## src/rtl/layer_out_serializer.sv

```systemverilog
// Collects one activation per neuron lane, then streams them out lane 0 first.
// Optional argmax over the streamed frame is built when MAXFIND_EN is defined.
module layer_out_serializer #(
  parameter int NUM_NEURONS = 30,
  parameter int DATA_WIDTH  = 16,
  parameter int IDX_WIDTH   = (NUM_NEURONS > 1) ? $clog2(NUM_NEURONS) : 1
) (
  input  logic                              clk,
  input  logic                              rst,
  input  logic [NUM_NEURONS*DATA_WIDTH-1:0] in_data,
  input  logic [NUM_NEURONS-1:0]            in_valid,
  output logic [DATA_WIDTH-1:0]             out_data,
  output logic                              out_valid,
  input  logic                              out_ready,
  output logic                              out_last,
  output logic                              busy,
  output logic                              overrun,
  output logic [IDX_WIDTH-1:0]              max_idx,
  output logic                              max_valid
);

  typedef enum logic [1:0] {
    S_IDLE,
    S_COLLECT,
    S_STREAM
  } state_e;

  localparam logic [IDX_WIDTH-1:0] LAST_IDX = IDX_WIDTH'(NUM_NEURONS - 1);

  state_e                  state_q, state_d;
  logic [NUM_NEURONS-1:0]  mask_q, mask_d;
  logic [DATA_WIDTH-1:0]   hold_q [NUM_NEURONS];
  logic [DATA_WIDTH-1:0]   hold_d [NUM_NEURONS];
  logic [IDX_WIDTH-1:0]    rd_idx_q, rd_idx_d;
  logic                    out_valid_q, out_valid_d;
  logic [DATA_WIDTH-1:0]   out_data_q, out_data_d;
  logic                    out_last_q, out_last_d;
  logic                    overrun_q, overrun_d;
  logic                    beat;

  assign beat = out_valid_q & out_ready;

  always_comb begin
    // NOTE: every comb output gets a default first so no path can infer a latch.
    state_d     = state_q;
    mask_d      = mask_q;
    hold_d      = hold_q;
    rd_idx_d    = rd_idx_q;
    out_valid_d = out_valid_q;
    out_data_d  = out_data_q;
    out_last_d  = out_last_q;
    overrun_d   = overrun_q;

    // Lanes are only captured outside STREAM; late pulses there are dropped.
    for (int k = 0; k < NUM_NEURONS; k++) begin
      if (state_q != S_STREAM && in_valid[k]) begin
        hold_d[k] = in_data[k*DATA_WIDTH +: DATA_WIDTH];
        mask_d[k] = 1'b1;
      end
    end

    case (state_q)
      S_IDLE, S_COLLECT: begin
        if (&mask_d) begin
          // First word comes from the post-capture buffer so lane 0 may land this cycle.
          state_d     = S_STREAM;
          out_valid_d = 1'b1;
          out_data_d  = hold_d[0];
          out_last_d  = (LAST_IDX == '0);
          rd_idx_d    = '0;
        end else if (|mask_d) begin
          state_d = S_COLLECT;
        end
      end
      S_STREAM: begin
        if (|in_valid) overrun_d = 1'b1;
        if (beat) begin
          if (out_last_q) begin
            state_d     = S_IDLE;
            out_valid_d = 1'b0;
            out_last_d  = 1'b0;
            out_data_d  = '0;
            rd_idx_d    = '0;
            mask_d      = '0;
          end else begin
            rd_idx_d   = rd_idx_q + IDX_WIDTH'(1);
            out_data_d = hold_q[rd_idx_d];
            out_last_d = (rd_idx_d == LAST_IDX);
          end
        end
      end
      default: state_d = S_IDLE;
    endcase
  end

  always_ff @(posedge clk) begin
    // NOTE: sequential state uses non-blocking assignments only.
    if (rst) begin
      state_q     <= S_IDLE;
      mask_q      <= '0;
      rd_idx_q    <= '0;
      out_valid_q <= 1'b0;
      out_data_q  <= '0;
      out_last_q  <= 1'b0;
      overrun_q   <= 1'b0;
    end else begin
      state_q     <= state_d;
      mask_q      <= mask_d;
      rd_idx_q    <= rd_idx_d;
      out_valid_q <= out_valid_d;
      out_data_q  <= out_data_d;
      out_last_q  <= out_last_d;
      overrun_q   <= overrun_d;
    end
  end

  // NOTE: the holding buffer is not reset; the mask alone says which words are live.
  always_ff @(posedge clk) begin
    hold_q <= hold_d;
  end

  assign out_data  = out_data_q;
  assign out_valid = out_valid_q;
  assign out_last  = out_last_q;
  assign busy      = (state_q != S_IDLE);
  assign overrun   = overrun_q;

`ifdef MAXFIND_EN
  logic [DATA_WIDTH-1:0] run_max_q, run_max_d;
  logic [IDX_WIDTH-1:0]  run_idx_q, run_idx_d;
  logic [IDX_WIDTH-1:0]  max_idx_q, max_idx_d;
  logic                  max_valid_q, max_valid_d;

  // Strict greater-than keeps the lower index on ties; lane 0 restarts the search.
  always_comb begin
    run_max_d   = run_max_q;
    run_idx_d   = run_idx_q;
    max_idx_d   = max_idx_q;
    max_valid_d = 1'b0;
    if (state_q == S_STREAM && beat) begin
      if (rd_idx_q == '0 || $signed(out_data_q) > $signed(run_max_q)) begin
        run_max_d = out_data_q;
        run_idx_d = rd_idx_q;
      end
      if (out_last_q) begin
        max_idx_d   = run_idx_d;
        max_valid_d = 1'b1;
      end
    end
  end

  always_ff @(posedge clk) begin
    if (rst) begin
      run_max_q   <= '0;
      run_idx_q   <= '0;
      max_idx_q   <= '0;
      max_valid_q <= 1'b0;
    end else begin
      run_max_q   <= run_max_d;
      run_idx_q   <= run_idx_d;
      max_idx_q   <= max_idx_d;
      max_valid_q <= max_valid_d;
    end
  end

  assign max_idx   = max_idx_q;
  assign max_valid = max_valid_q;
`else
  assign max_idx   = '0;
  assign max_valid = 1'b0;
`endif

endmodule

```

## config.mk

```make
export PLATFORM = sky130hd
export DESIGN_NAME = layer_out_serializer
export DESIGN_NICKNAME = d
export VERILOG_FILES = /design/src/rtl/layer_out_serializer.sv
export SDC_FILE = /design/constraint.sdc
export NUM_CORES = 1
export LEC_CHECK = 0
export CORE_UTILIZATION = 49
export DETAILED_ROUTE_END_ITERATION = 10
export MAX_ROUTING_LAYER = met4
export PLACE_DENSITY = 0.8
export SYNTH_ARGS = -nofsm -noshare
export SYNTH_HDL_FRONTEND = slang
export SYNTH_SLANG_ARGS = --single-unit
```

## constraint.sdc

```tcl
create_clock -name clk -period 4.4 [get_ports clk]
set_input_delay 0.66 -clock clk [delete_from_list [all_inputs] [get_ports clk]]
set_output_delay 0.66 -clock clk [all_outputs]
set_load 0.01 [all_outputs]
```

==> metrics.md <==
| Metric | Value |
|---|---|
| Outcome | `finished, final reports clean` |
| Pin count of the biggest net entering global routing | `36` |
| Final core occ | `0.684` |
| Die width | `about 210 microns` |
| Most common cell in the netlist | `edfxtp_1` |
| Post-CTS resize count | `0` |
| Area Growth Syn to Fin | `36.2%` |
| PD cells | `between 300 and 400 nW/um^2` |
| Antenna Nets Post-Route | `0` |
| Worst-path fanout max | `34` |
| DR pass1 iterations | `5` |
| Clock Tree Root | `clkbuf_16` |
| Worst Max-Slew Pin Slew | `1.37 ns` |
| CP Capture Point | `out_data[0]` |
| Die ar. | `44200 sq um` |
| Synthesized flop and latch total | `536` |
| Fin. max-slew vios | `0` |
| Placed cell count | `2197` |
| Static Leak | `9.61 nW` |
| YS warnings | `0` |
| Synth area leader | `edfxtp_1` |
| Setup-failing EPs final | `0` |
| Number of global-route vias before repair | `14300` |
| CP Launch Type | `register` |
| Max_cap viols | `0` |
| Setup WS pre-CTS | `between 0.9 and 1 ns` |
| Initial Util | `0.502` |
| Final TNS setup | `0 ns` |
| I/O pin count | `539` |
| Post-synthesis sequential area ratio | `0.723` |
| Ranking of synthesized cells by area | `edfxtp_1, mux4_2, dfxtp_1` |
| Crit path DAT | `between 3 and 4 ns` |
| Yosys top cell area share | `0.656` |
| HP Start | `overrun` |
| Post-synth ARST share | `0` |
| Vias | `approximately 13000` |
| Initial antenna violation count | `19` |
| Num CTS Buffers | `54` |
| Final nets | `2191` |
| Post-synth EDFFs | `464` |
| First-pass GRT wire length | `95.7 mm` |
| CTS Hold Bufs | `0` |
| Relative slew margins | `0.0891` |
| Reg-to-reg endpoint | `out_data[0]` |
| CTS Buffer Depth | `3` |
| Final hold slack | `~0.48 ns` |
| Post-synth top flop | `edfxtp_1` |
| Vias/cell | `slightly below 6` |
| Final cell count without fillers | `2318` |
| Reg-to-reg startpoint | `rd_idx_q[0]` |
| Final RePlAce weighted congestion | `roughly 0.9` |
| Worst Clk Skew | `0.0305 ns` |
| RSZ-0062 raised after global routing | `no` |
| Post-CTS setup buffer count | `0` |
| Final WL | `just under 70 mm` |
| Distinct cell type count after synthesis | `between 50 and 60` |
| Wire per inst | `between 20 and 30 microns` |
| FMAX | `around 0.29 GHz` |
| Crit. Startpoint | `rd_idx_q[0]` |
| # clock sinks | `between 500 and 600` |
| Rows | `75` |
| Setup Crit Path Kind | `register to register` |
| Cells on worst reg2reg path | `9` |
| Htree depth | `2` |
| Worst VDD drop | `roughly 0.33 mV` |
| CTS tree | `built` |
| Clock Latency Late Sink | `0.62 ns` |
| Tmin final | `~3.5 ns` |
| Required @ worst endpoint | `between 4 and 5 ns` |
| Core footprint | `42300 sq um` |
| Drt drc | `0` |
| Slack of the worst reg-to-reg path | `0.90 ns` |
| Final Hold Vio Count | `0` |
| Worst Setup End Kind | `register` |
| Avg Synthesized Cell Area | `about 19 sq um` |
| Layout cells sized above 1 | `0.146` |
| Cells after Synth | `about 1100` |
| Mapped Area | `about 21000 sq um` |
| Post-route setup slack | `about 0.9 ns` |
| Top cells by count, synth | `edfxtp_1, mux4_2, mux2i_1` |
| All-Layer GR Usage | `0.318` |
| Reg clk slew, reported paths | `around 0.06 ns` |
| Die Y-Extent | `between 200 and 250 microns` |
| Tightest Hold Check Type | `register to register` |
| DRT iter0 DRCs | `around 1200` |
| Detailed Place HPWL | `around 50 mm` |
| Port bufs | `about 530` |
| Final period util | `0.795` |
| Grt ovf | `0` |
logic make-up after synthesis:
logic type,count (synthesis),synth area share
AND/OR/NAND/NOR,208,0.0506
buffers and inverters,74,0.0181
adder cells (fa/ha/maj),2,0.00118
flip-flops,536,0.723
XOR/XNOR,3,0.00247
other,1,0.000176
multiplexers,209,0.165
AO/OA/AOI/OAI,103,0.0387
through the flow:
step	total power (W)	cell area [sq um]
2_1_floorplan	0.00625	21300
6_report	0.0114	28900
3_3_place_gp	0.00690	27100
4_1_cts	0.0114	28900
5_1_grt	0.0117	28900
3_5_place_dp	0.00693	27100
critical path, cell delays in order (launching register included):
cell and delay (ns):
dfxtp_4 0.36, inv_2 0.42, ha_4 0.47, buf_12 0.28, buf_12 0.29, mux4_2 0.38
mux2i_1 0.37, o22ai_1 0.20, nor3_1 0.37, a311oi_1 0.14
registers in the layout, summed over array words and instances (netlist names):
name,count
rd_idx_q,5
hold_q,480
overrun,1
mask_q,30
out_valid,1
state_q,2
out_last,1
out_data,16
layout by cell type (no fill, tap or decap), drive strengths merged, types with 17 or more instances in the layout:
cell type and instances:
o22ai 44, mux4 112, clkbuf 76, nor4 31
and2 31, diode 19, mux2i 80, nor3 34
clkdlybuf4s50 532, o211ai 18, clkinv 17, buf 17
nor2 74, edfxtp 464, dfxtp 72, mux2 17
power breakdown:
group	switching, W	internal [W]
clock network	0.00194	0.00259
registers	0.000104	0.00583
logic	0.000349	0.000542
total	0.00240	0.00897
worst min-delay path by stage:
stage                     end  slack [ns]  cells after the start
finish                overrun        0.48                      2
global route        mask_q[6]        0.51                      2
floorplan           mask_q[6]        0.45                      2
global placement      overrun        0.46                      2
detailed placement    overrun        0.47                      2
CTS                   overrun        0.48                      2
cell type report:
| class | instances | area [sq um] |
|---|---|---|
| clock buffers | 76 | 1490 |
| well taps | 577 | 722 |
| diodes | 19 | 47.5 |
| multi-input cells | 531 | 5540 |
| clock inverters | 26 | 256 |
| inverters | 4 | 15.0 |
| flip-flops and latches | 536 | 15400 |
| fillers | 2824 | 13400 |
| repair buffers | 549 | 5490 |
routing by layer:
metal / vias to the layer above / track usage / share of wire
met1: 6733 / 0.373 / 0.36
met2: 830 / 0.522 / 0.51
met4: 0 / 0.140 / 0.043
li1: 5759 / - / -
met5: - / - / 0
met3: 141 / 0.0785 / 0.090
(Power assumes the default switching activity.)
